## src/rtl/instruction_fetch.sv

```systemverilog
`default_nettype none
// ============================================================================
//  Module      : instruction_fetch
//  Description : Fetch-stage front end. Holds the program counter, drives the
//                instruction memory read port, and registers the returned
//                instruction toward decode with a valid/ready handshake.
//                Handles redirect/flush and flags misaligned or out-of-range
//                fetch addresses with a sticky fault.
//  Revision    : 1.0 - initial release
// ============================================================================
module instruction_fetch #(
   parameter int            WIDTH        = 32,
   parameter int            ADDRESS_SIZE = 10,
   parameter int            PC_WIDTH     = 32,
   parameter logic [31:0]   RESET_PC     = 32'h0000_0000
) (
   input  logic                    clk,
   input  logic                    rst,
   output logic [ADDRESS_SIZE-1:0] imem_addr,
   output logic                    imem_read_en,
   input  logic [WIDTH-1:0]        imem_instruction,
   input  logic                    redirect_valid,
   input  logic [PC_WIDTH-1:0]     redirect_pc,
   output logic                    out_valid,
   input  logic                    out_ready,
   output logic [WIDTH-1:0]        out_instruction,
   output logic [PC_WIDTH-1:0]     out_pc,
   output logic                    fault,
   output logic [PC_WIDTH-1:0]     fault_pc
);

   localparam logic [1:0] c_state_boot  = 2'd0;
   localparam logic [1:0] c_state_fetch = 2'd1;
   localparam logic [1:0] c_state_fault = 2'd2;

   localparam logic [PC_WIDTH-1:0] c_pc_step  = PC_WIDTH'(4);
   localparam logic [PC_WIDTH-1:0] c_pc_reset = PC_WIDTH'(RESET_PC);

   logic [1:0]          r_state;
   logic [PC_WIDTH-1:0] r_pc;
   logic                r_out_valid;
   logic [WIDTH-1:0]    r_out_instruction;
   logic [PC_WIDTH-1:0] r_out_pc;
   logic                r_fault;
   logic [PC_WIDTH-1:0] r_fault_pc;

   logic w_pc_ok;
   logic w_load;

   // PC is fetchable when word aligned and inside the addressable memory range;
   // a load happens only when the output slot is free or being drained.
   always_comb begin
      w_pc_ok = (r_pc[1:0] == 2'b00) &&
                (r_pc[PC_WIDTH-1:ADDRESS_SIZE+2] == '0);
      w_load  = (r_state == c_state_fetch) && w_pc_ok && !redirect_valid &&
                (!r_out_valid || out_ready);
   end

   assign imem_addr       = r_pc[ADDRESS_SIZE+1:2];
   assign imem_read_en    = w_load;
   assign out_valid       = r_out_valid;
   assign out_instruction = r_out_instruction;
   assign out_pc          = r_out_pc;
   assign fault           = r_fault;
   assign fault_pc        = r_fault_pc;

   // State, PC, output register and fault tracking; redirect outranks fetch.
   always_ff @(posedge clk) begin
      if (rst) begin
         r_state           <= c_state_boot;
         r_pc              <= c_pc_reset;
         r_out_valid       <= 1'b0;
         r_out_instruction <= '0;
         r_out_pc          <= '0;
         r_fault           <= 1'b0;
         r_fault_pc        <= '0;
      end else if (redirect_valid) begin
         // In BOOT nothing is in flight, so only the restart address matters.
         r_pc    <= redirect_pc;
         r_state <= c_state_fetch;
         if (r_state != c_state_boot) begin
            r_out_valid <= 1'b0;
            r_fault     <= 1'b0;
         end
      end else begin
         if (w_load) begin
            r_out_instruction <= imem_instruction;
            r_out_pc          <= r_pc;
            r_out_valid       <= 1'b1;
            r_pc              <= r_pc + c_pc_step;
         end else if (r_out_valid && out_ready) begin
            r_out_valid <= 1'b0;
         end

         case (r_state)
            c_state_boot: begin
               r_state <= c_state_fetch;
            end
            c_state_fetch: begin
               // A pending output still drains through the handshake above.
               if (!w_pc_ok) begin
                  r_state    <= c_state_fault;
                  r_fault    <= 1'b1;
                  r_fault_pc <= r_pc;
               end
            end
            c_state_fault: begin
               r_state <= c_state_fault;
            end
            default: begin
               r_state <= c_state_boot;
            end
         endcase
      end
   end

endmodule
`default_nettype wire
```

## config.mk

```make
export PLATFORM = sky130hd
export DESIGN_NAME = instruction_fetch
export DESIGN_NICKNAME = d
export VERILOG_FILES = /design/src/rtl/instruction_fetch.sv
export SDC_FILE = /design/constraint.sdc
export NUM_CORES = 1
export LEC_CHECK = 0
export ABC_AREA = 1
export CORE_ASPECT_RATIO = 1.1
export CORE_UTILIZATION = 40
export CTS_CLUSTER_DIAMETER = 40
export CTS_CLUSTER_SIZE = 14
export DETAILED_ROUTE_END_ITERATION = 16
export PLACE_DENSITY = 0.75
export SYNTH_ARGS = -nofsm -noshare
export SYNTH_HDL_FRONTEND = slang
export SYNTH_SLANG_ARGS = --single-unit
```

## constraint.sdc

```tcl
create_clock -name clk -period 1.6 [get_ports clk]
set_clock_uncertainty 0.1 [all_clocks]
set_input_delay 0.24 -clock clk [delete_from_list [all_inputs] [get_ports clk]]
set_output_delay 0.24 -clock clk [all_outputs]
set_load 0.05 [all_outputs]
```

==> summary.txt, run 1 <==
CP max-delay cell - dfxtp_1
Pin count of the biggest net entering global routing - 48
Slew headroom - 77.2%
Design area - 0.00853 sq mm
Max FO, Critical Path - 2
Crit path buffers/inverters - 2
CTS buffer count - 17
CP peak stage delay - 310 ps
First-pass GRT wire length - 24900 um
Area leader, netlist - dfxtp_1
Iter 0 DRT Violations - 199
RSZ-0062 raised after global routing - yes
Die Area - 0.0130 sq mm
Post-synthesis sequential area ratio - 52.9%
Die Width - 109 um
Tot GR Track Use - 24.9%
Setup TNS - -22620 ps
Worst VDD drop - 720 uV
Yosys reg bits - 132
Max-slew violations - 0
DR WL/cell - 16.0 um
Share of layout cells above drive strength 1 - 35.1%
Layout Area Growth over Synthesis - 70.6%
Crit path DAT - 1660 ps
Post-synth EDFFs - 0
CP endpoint kind - output pin
Synth warn - 0
Initial core utilization - 41.4%
Power Dens Cells - 1070 mW/mm^2
Max-cap violations - 0
HPWL Detailed - 10600 um
CTS tree - built
H-tree Lvls - 4
Commonest cells in the netlist - nor2_1, dfxtp_1, nand2_1
Measured slew at the worst slew-check pin - 340 ps
Mapped Cells - 663
Placed Cells - 1003
Synth cell types - 24
GPL Wtd Cong - 0.814
Final Hold Vio Count - 0
Final number of setup-violating endpoints - 105
PortBufs - 176
Fin crit share - 125%
Synth Cell Area - 0.00500 sq mm
Synthesized area per cell - 7.54 sq um
Post-Layout Cell Count - 1048
Core area - 0.0121 sq mm
DRC Markers - 0
# rows - 42
Pre-CTS WS - -250 ps
Clk slew on worst S/H paths - 60 ps
Fin util - 70.6%
Crit-path leading delay family - simple AND/OR/NAND/NOR gates
Status - finished, violations left
Routed vias/inst - 5.05
CP cell instances - or2_1, nor2_2, nand2_2, nor2_4, nand3_4, inv_8, buf_12
Vias - 5294
Num Clock Sinks - 132
Top_reg_cell synth - dfxtp_1
CP required - 1260 ps
Nets - 953
WS Path Type - reg2out
GRT overflow - 0
Highest Clock Rate - 500 MHz
Post-synth top area share - 52.9%
# hold bufs at CTS - 0
Area post-placement - 0.00721 sq mm
CP Launch Type - flop
Static leakage power - 3.85 nW
DIE HEIGHT - 119 um
Final worst slack - -402 ps
Initial antenna violation count - 1
CTS Root Cell - clkbuf_16
Post-Syn Nets - 735
Final ANT Viol Nets - 0
Vias in the first global route - 5190
Most common cell in the netlist - nor2_1
Min cycle time layout - 2000 ps
Max clock buf depth - 2
Final wirelength - 16700 um
Worst hold path class - in2reg
Boundary Pins - 177
Async set-reset flop share out of synthesis - 0%
Worst-skew pair later-pin latency - 410 ps
Failing checks - negative setup slack
Area contributors post-synth - dfxtp_1, nor2_1, nand2_1, nand3_1, a21oi_1
First-pass detailed-route iteration total - 5
## flip-flops by register name, summed over array words and instances, names as in the netlist
signal           flops
out_instruction     32
r_pc                32
fault                1
r_state              2
fault_pc            32
out_valid            1
out_pc              32
## stage by stage
step	hold slack, ps	power [mW]
floorplan	275	4.18
global placement	331	4.73
detailed placement	342	4.75
CTS	295	8.95
global route	297	9.38
finish	310	9.10
## final cells by class
| cell class | instances | area (sq um) |
|---|---|---|
| clock buffers | 19 | 433 |
| clock inverters | 12 | 205 |
| diodes | 1 | 2.50 |
| multi-input cells | 441 | 2330 |
| fillers | 908 | 3560 |
| repair buffers | 252 | 2560 |
| well taps | 154 | 193 |
| inverters | 37 | 159 |
| flip-flops and latches | 132 | 2650 |
## timing repair
item	4_1_cts	5_1_grt
resized for setup	38	120
buffers inserted	7	7
hold endpoints to repair	0	0
setup endpoints to repair	125	125
pin swaps	8	28
gates cloned	5	3
## logic make-up (layout without fill, tap and decap cells)
group           Yosys count  after routing  synth area share, %
flops                   132            132                 52.9
fa+ha+maj                 4              4                 1.00
xor+xnor                  4              4                0.701
other cells               0              1                    0
simple gates            311            311                 25.1
compound gates          122            122                 12.3
buf+inv                  90            320                 8.08
## cells in the final DEF, fill, tap and decap left out, types with 4 or more instances in the layout
cell,synthesis,routed
buf_8,0,7
dfxtp_1,132,127
nor2_1,162,125
buf_6,1,4
inv_2,12,12
dfxtp_2,0,5
clkdlybuf4s50_1,0,67
clkbuf_16,0,20
nand2_1,87,83
buf_4,14,142
inv_1,25,23
o21ai_2,0,28
nand3_1,56,55
nor2_2,1,23
o21ai_1,37,22
o21ai_0,42,27
a21oi_1,42,40
nor2_4,0,15
bufinv_16,0,5
buf_12,0,27
## layer usage
metal	vias to the layer above	wire [um]	share of wire, %	global-route usage [%]
li1	2552	-	-	-
met1	2531	6530	39	27.6
met2	185	9120	54	44.7
met3	26	780	4.7	5.53
met4	0	312	1.9	10.7
met5	-	0	0	0
## worst paths after layout
kind              depth (start not counted)  slack [ps]           end       startpoint
hold / removal                            3         310      r_pc[15]  redirect_pc[15]
setup reg to reg                         10        -310    out_pc[17]         r_pc[18]
setup / recovery                          7        -400  imem_read_en         r_pc[18]
hold reg to reg                           2         350    out_pc[16]       out_pc[16]
## tightest hold or removal path, cell delays in order
cell             delay, ps
clkdlybuf4s50_1        410
nand2_1                 70
a21oi_1                 60
## power by group
group	switching, mW	internal, mW
Combinational	0.770	0.614
Clock	1.45	2.76
Sequential	0.0953	3.41
Note: power is estimated with default switching activity, not from simulation.
==> inputs of run 2 (changes only) <==
--- a/config.mk
+++ b/config.mk
@@ -12,6 +12,7 @@
 export CTS_CLUSTER_SIZE = 14
 export DETAILED_ROUTE_END_ITERATION = 16
 export PLACE_DENSITY = 0.75
+export RECOVER_POWER = 25
 export SYNTH_ARGS = -nofsm -noshare
 export SYNTH_HDL_FRONTEND = slang
 export SYNTH_SLANG_ARGS = --single-unit
==> run 2 against run 1 <==
The run still ends with negative setup slack left. Die area unchanged. Worst hold slack better by 2.3 ps. Highest routed layer unchanged. Utilization down 0.61 points. Fmax up 0.28%. Register-to-register slack about the same. Clock power about the same. Total power down 0.18%. Largest cell class unchanged. Sequential power about the same. Worst setup slack better by 5.7 ps. Non-clock buffer count unchanged. Routed wire length down 0.20%.
==> summary.txt, run 2 (same netlist as run 1, synthesis figures left out) <==
Slew headroom - 76.8% (was 77.2%)
Final number of setup-violating endpoints - 104 (was 105)
Layout Area Growth over Synthesis - 69.1% (was 70.6%)
Fin util - 70.0% (was 70.6%)
Tot GR Track Use - 24.9% (unchanged)
Post-Layout Cell Count - 1048 (unchanged)
Pre-CTS WS - -250 ps (unchanged)
Max FO, Critical Path - 2 (unchanged)
Crit path buffers/inverters - 2 (unchanged)
# rows - 42 (unchanged)
DR WL/cell - 15.9 um (was 16.0 um)
Pin count of the biggest net entering global routing - 48 (unchanged)
Layout fillers - 930 (was 908)
Final worst slack - -396 ps (was -402 ps)
CP required - 1260 ps (about the same)
Total power - 9.08 mW (was 9.10 mW)
Vias - 5295 (was 5294)
Fin crit share - 125% (about the same)
Commonest non-fill, non-tap cell in the layout - dfxtp_1 (was buf_4)
Crit path DAT - 1660 ps (about the same)
HPWL Detailed - 10600 um (unchanged)
Power Dens Cells - 1070 mW/mm^2 (about the same)
Max-slew violations - 0 (unchanged)
Max-cap violations - 0 (unchanged)
Hold WS - 312 ps (was 310 ps)
Max clock buf depth - 2 (unchanged)
Vias in the first global route - 5190 (unchanged)
Iter 0 DRT Violations - 198 (was 199)
CP endpoint kind - output pin (unchanged)
Die Width - 109 um (unchanged)
GRT overflow - 0 (unchanged)
Static leakage power - 3.82 nW (was 3.85 nW)
Final wirelength - 16700 um (about the same)
Die Area - 0.0130 sq mm (unchanged)
# hold bufs at CTS - 0 (unchanged)
Initial core utilization - 41.4% (unchanged)
DRC Markers - 0 (unchanged)
Final ANT Viol Nets - 0 (unchanged)
Setup TNS - -22330 ps (was -22620 ps)
Min cycle time layout - 2000 ps (about the same)
Crit-path leading delay family - simple AND/OR/NAND/NOR gates (unchanged)
DIE HEIGHT - 119 um (unchanged)
Boundary Pins - 177 (unchanged)
Final Hold Vio Count - 0 (unchanged)
GPL Wtd Cong - 0.814 (unchanged)
H-tree Lvls - 4 (unchanged)
Area post-placement - 0.00721 sq mm (unchanged)
CP max-delay cell - dfxtp_1 (unchanged)
Worst hold path class - in2reg (unchanged)
WS Path Type - reg2out (unchanged)
Leading cell types in the layout, fill and taps excluded - dfxtp_1, nor2_1, buf_4 (was buf_4, dfxtp_1, nor2_1)
CTS Root Cell - clkbuf_16 (unchanged)
CP Launch Type - flop (unchanged)
Failing checks - negative setup slack (unchanged)
RSZ-0062 raised after global routing - yes (unchanged)
Initial antenna violation count - 1 (unchanged)
PortBufs - 176 (unchanged)
Placed Cells - 1003 (unchanged)
Measured slew at the worst slew-check pin - 347 ps (was 340 ps)
Design area - 0.00846 sq mm (was 0.00853 sq mm)
CP peak stage delay - 320 ps (was 310 ps)
CP cell instances - or2_1, nor2_2, nand2_2, nor2_4, nand3_4, inv_8, buf_12 (unchanged)
Worst VDD drop - 718 uV (was 720 uV)
CTS buffer count - 17 (unchanged)
Num Clock Sinks - 132 (unchanged)
CTS tree - built (unchanged)
Routed vias/inst - 5.05 (about the same)
Core area - 0.0121 sq mm (unchanged)
Worst-skew pair later-pin latency - 410 ps (about the same)
Share of layout cells above drive strength 1 - 34.9% (was 35.1%)
Status - finished, violations left (unchanged)
Nets - 953 (unchanged)
Clk slew on worst S/H paths - 60 ps (about the same)
First-pass detailed-route iteration total - 5 (unchanged)
First-pass GRT wire length - 24900 um (unchanged)
Highest Clock Rate - 501 MHz (was 500 MHz)
run 2: changes by cell type in the layout (fill, tap and decap cells not counted):
cell,previous run,this run
clkbuf_1,2,3
buf_4,142,113
clkbuf_2,0,28
run 2: path summary, 6_finish.rpt:
check | slack [ps] | end | cells past startpoint | start
setup / recovery | -400 | imem_read_en | 7 | r_pc[19]
hold / removal | 310 | r_pc[15] | 3 | redirect_pc[15]
setup reg to reg | -310 | out_pc[17] | 10 | r_pc[19]
hold reg to reg | 350 | out_pc[16] | 2 | out_pc[16]
run 2: routing by layer:
layer	GRT usage, %	share of wire, %	up-vias
met3	5.53	4.6	25
met4	10.7	1.9	0
met1	27.6	39	2531
met2	44.7	55	186
li1	-	-	2553
met5	0	0	-
run 2: cell type report:
class	instances	area, sq um	area share (%)
Inverter	37	159	1.88
Clock buffer	19	433	5.12
Antenna cell	1	2.50	0.0296
Sequential cell	132	2650	31.3
Clock inverter	12	205	2.43
Tap cell	154	193	2.28
Multi-Input combinational cell	441	2330	27.5
Timing Repair Buffer	252	2490	29.4
run 2: where the power goes:
group | total [mW] | internal [mW] | switching (mW)
sequential | 3.50 | 3.41 | 0.0950
clock | 4.20 | 2.76 | 1.44
combinational | 1.38 | 0.608 | 0.770
total | 9.08 | 6.78 | 2.30
run 2: worst reg2reg max path, delay by kind of cell, from the launching register on:
kind          cells  cell delay (ps)
simple gates      6              800
buf+inv           4              600
flops             1              320
run 2: repair_timing:
action                     4_1_cts  5_1_grt
setup buffers                    7        7
hold endpoints to repair         0        0
pin swaps                        8       28
gates cloned                     5        3
setup endpoints to repair      125      125
gates resized for setup         38      120
==> inputs of run 3 (changes only) <==
--- a/config.mk
+++ b/config.mk
@@ -5,13 +5,12 @@
 export SDC_FILE = /design/constraint.sdc
 export NUM_CORES = 1
 export LEC_CHECK = 0
-export ABC_AREA = 1
 export CORE_ASPECT_RATIO = 1.1
 export CORE_UTILIZATION = 40
 export CTS_CLUSTER_DIAMETER = 40
 export CTS_CLUSTER_SIZE = 14
 export DETAILED_ROUTE_END_ITERATION = 16
-export PLACE_DENSITY = 0.75
+export PLACE_DENSITY = 0.76
 export RECOVER_POWER = 25
 export SYNTH_ARGS = -nofsm -noshare
 export SYNTH_HDL_FRONTEND = slang
==> run 3 against run 2 <==
The run still ends with negative setup slack left. Non-clock buffer count increased by 6. Global-route usage decreased by 1.8 points. Count of clock-buffer cells in the layout decreased by 2. Total power decreased by 8.6%. Critical path depth increased by 2. Flip-flop and latch count unchanged. Routed wire length decreased by 10%. Design area decreased by 1.1%. Cell count decreased by 8.7%. Critical path type is now reg2reg. Largest power group unchanged.
==> summary.txt, run 3 <==
Status - finished, violations left (unchanged)
Failing checks - negative setup slack (unchanged)
Synthesized area per cell - 8.82 sq um (was 7.54 sq um)
Area leader, netlist - dfxtp_1 (unchanged)
DRC Markers - 0 (unchanged)
CTS tree - built (unchanged)
Met3 wire length - 1000 um (was 772 um)
Die Area - 0.0128 sq mm (was 0.0130 sq mm)
Final ANT Viol Nets - 0 (unchanged)
Worst VDD drop - 855 uV (was 718 uV)
# rows - 42 (unchanged)
Crit path DAT - 2620 ps (was 1660 ps)
Worst-skew pair later-pin latency - 420 ps (was 410 ps)
Max-slew violations - 0 (unchanged)
Crit path buffers/inverters - 4 (was 2)
Share of layout cells above drive strength 1 - 38.1% (was 34.9%)
Initial core utilization - 40.9% (was 41.4%)
Clk slew on worst S/H paths - 60 ps (about the same)
Static leakage power - 3.49 nW (was 3.82 nW)
Routed vias/inst - 5.00 (was 5.05)
Iter 0 DRT Violations - 223 (was 198)
Synth warn - 0 (unchanged)
Measured slew at the worst slew-check pin - 563 ps (was 347 ps)
Area of the multi-input gates - 0.00230 sq mm (was 0.00233 sq mm)
Power Dens Cells - 992 mW/mm^2 (was 1070 mW/mm^2)
Area post-placement - 0.00715 sq mm (was 0.00721 sq mm)
CP Launch Type - flop (unchanged)
Area contributors post-synth - dfxtp_1, nand2_1, a21oi_1, mux2i_1, and2_1 (was dfxtp_1, nor2_1, nand2_1, nand3_1, a21oi_1)
First-pass GRT wire length - 22800 um (was 24900 um)
CP endpoint kind - flop (was output pin)
Boundary Pins - 177 (unchanged)
Post-synth EDFFs - 0 (unchanged)
Final wirelength - 15000 um (was 16700 um)
Min cycle time layout - 2380 ps (was 2000 ps)
Synth Cell Area - 0.00492 sq mm (was 0.00500 sq mm)
Worst hold path class - in2reg (unchanged)
Async set-reset flop share out of synthesis - 0% (unchanged)
Design area - 0.00836 sq mm (was 0.00846 sq mm)
H-tree Lvls - 4 (unchanged)
Vias - 4783 (was 5295)
Final Hold Vio Count - 0 (unchanged)
Met2 routed WL - 7780 um (was 9110 um)
Met1 WL - 5910 um (was 6500 um)
WS Path Type - reg2reg (was reg2out)
Die Width - 108 um (was 109 um)
Commonest non-fill, non-tap cell in the layout - buf_4 (was dfxtp_1)
Core area - 0.0120 sq mm (was 0.0121 sq mm)
CP peak stage delay - 530 ps (was 320 ps)
Top_reg_cell synth - dfxtp_1 (unchanged)
# hold bufs at CTS - 0 (unchanged)
CTS buffer count - 17 (unchanged)
Vias in the first global route - 4737 (was 5190)
CP required - 1840 ps (was 1260 ps)
Max FO, Critical Path - 5 (was 2)
Crit-path leading delay family - simple AND/OR/NAND/NOR gates (unchanged)
Most common cell in the netlist - nand2_1 (was nor2_1)
Top routing layer in use - met4 (unchanged)
Nets - 862 (was 953)
Fin crit share - 149% (was 125%)
HPWL Detailed - 9560 um (was 10600 um)
RSZ-0062 raised after global routing - yes (unchanged)
Slew headroom - 62.4% (was 76.8%)
Mapped Cells - 558 (was 663)
Total power - 8.30 mW (was 9.08 mW)
Tot GR Track Use - 23.1% (was 24.9%)
Post-synth top area share - 53.7% (was 52.9%)
Setup TNS - -57940 ps (was -22330 ps)
Max clock buf depth - 2 (unchanged)
Antenna Cells - 0 (was 1)
DR WL/cell - 15.7 um (was 15.9 um)
Final number of setup-violating endpoints - 112 (was 104)
Post-Syn Nets - 630 (was 735)
Final worst slack - -777 ps (was -396 ps)
Highest Clock Rate - 421 MHz (was 501 MHz)
Yosys reg bits - 132 (unchanged)
Layout fillers - 872 (was 930)
Leading cell types in the layout, fill and taps excluded - buf_4, nand2_1, dfxtp_1 (was dfxtp_1, nor2_1, buf_4)
CP max-delay cell - or4_4 (was dfxtp_1)
Commonest cells in the netlist - nand2_1, dfxtp_1, a21oi_1 (was nor2_1, dfxtp_1, nand2_1)
CTS Root Cell - clkbuf_16 (unchanged)
Layout Area Growth over Synthesis - 69.9% (was 69.1%)
GRT overflow - 0 (unchanged)
DIE HEIGHT - 118 um (was 119 um)
First-pass detailed-route iteration total - 4 (was 5)
CP cell instances - or4_4, or2_4, buf_12, buf_4, nor3_4, buf_6, bufbuf_16, nand2_1, a21oi_1 (was or2_1, nor2_2, nand2_2, nor2_4, nand3_4, inv_8, buf_12)
Synth cell types - 45 (was 24)
GPL Wtd Cong - 0.785 (was 0.814)
Max-cap violations - 0 (unchanged)
Pin count of the biggest net entering global routing - 76 (was 48)
Num Clock Sinks - 132 (unchanged)
PortBufs - 176 (unchanged)
Register Area - 0.00265 sq mm (about the same)
Post-synthesis sequential area ratio - 53.7% (was 52.9%)
Initial antenna violation count - 0 (was 1)
[run 3: cell types whose count changed in the layout (fill, tap and decap cells not counted), moves of 17 or more]
cell,delta
clkbuf_2,-17
o21ai_0,-25
nand3_1,-52
o21ai_1,-22
o21ai_2,-28
buf_4,+24
nor2_1,-101
nor2_2,-23
nand2_1,+47
a21oi_2,+29
and2_1,+23
mux2i_1,+24
[run 3: layout make-up]
cell class                      count  area share [%]
Clock buffer                       17            5.09
Clock inverter                     15            2.06
Inverter                            9           0.404
Multi-Input combinational cell    372            27.4
Sequential cell                   132            31.6
Tap cell                          154            2.30
Timing Repair Buffer              258            31.1
[run 3: routing by layer]
metal / vias to the layer above / GRT usage [%]
li1: 2308 / -
met1: 2286 / 25.1
met2: 161 / 40.6
met3: 28 / 7.34
met4: 0 / 9.85
met5: - / 0
[run 3: final timing paths]
check / slack, ps / startpoint / endpoint / cells after the start
worst max-delay path: -780 / r_pc[30] / out_instruction[3] / 9
worst min-delay path: 150 / rst / out_pc[12] / 3
worst max register to register: -780 / r_pc[30] / out_instruction[3] / 9
worst min register to register: 360 / fault / fault / 2
[run 3: through the flow]
stage / utilization (%) / hold WS (ps) / setup WS, ps / std cells
after floorplan: - / 280 / -718 / 558
after global placement: 59.4 / 338 / -536 / 904
after detailed placement: 59.4 / 345 / -613 / 904
after CTS: 67.4 / 137 / -777 / 952
after global routing: 69.5 / 153 / -813 / 957
final: 69.5 / 149 / -777 / 957
[run 3: kinds of logic after synthesis]
family                     count (synthesis)  synth area share (%)
xor gates and xnor gates                   1                 0.178
buffers and inverters                     54                  6.28
AOI/OAI and AO/OA                        101                  11.6
muxes                                     25                  5.11
adders and majority gates                  4                  1.02
and+or+nand+nor                          241                  22.2
DFF                                      132                  53.7
[run 3: repair_timing]
action                                  CTS  global route
hold endpoints to repair                  0             0
gates cloned                              5             4
resized for setup                        28            70
buffers inserted                         12             5
pin swaps                                14            29
endpoints found under the setup margin  112           112
[run 3: power breakdown]
group	total [mW]	switching [mW]	internal (mW)
registers	3.42	0.0583	3.36
logic	1.00	0.491	0.511
clock network	3.87	1.54	2.33
total	8.30	2.09	6.21
[run 3: worst reg2reg max path, delay by kind of cell (launching register included)]
family / cells / cell delay, ps
AO/OA/AOI/OAI: 1 / 140
buffers and inverters: 4 / 700
flip-flops: 1 / 320
AND/OR/NAND/NOR: 4 / 1050
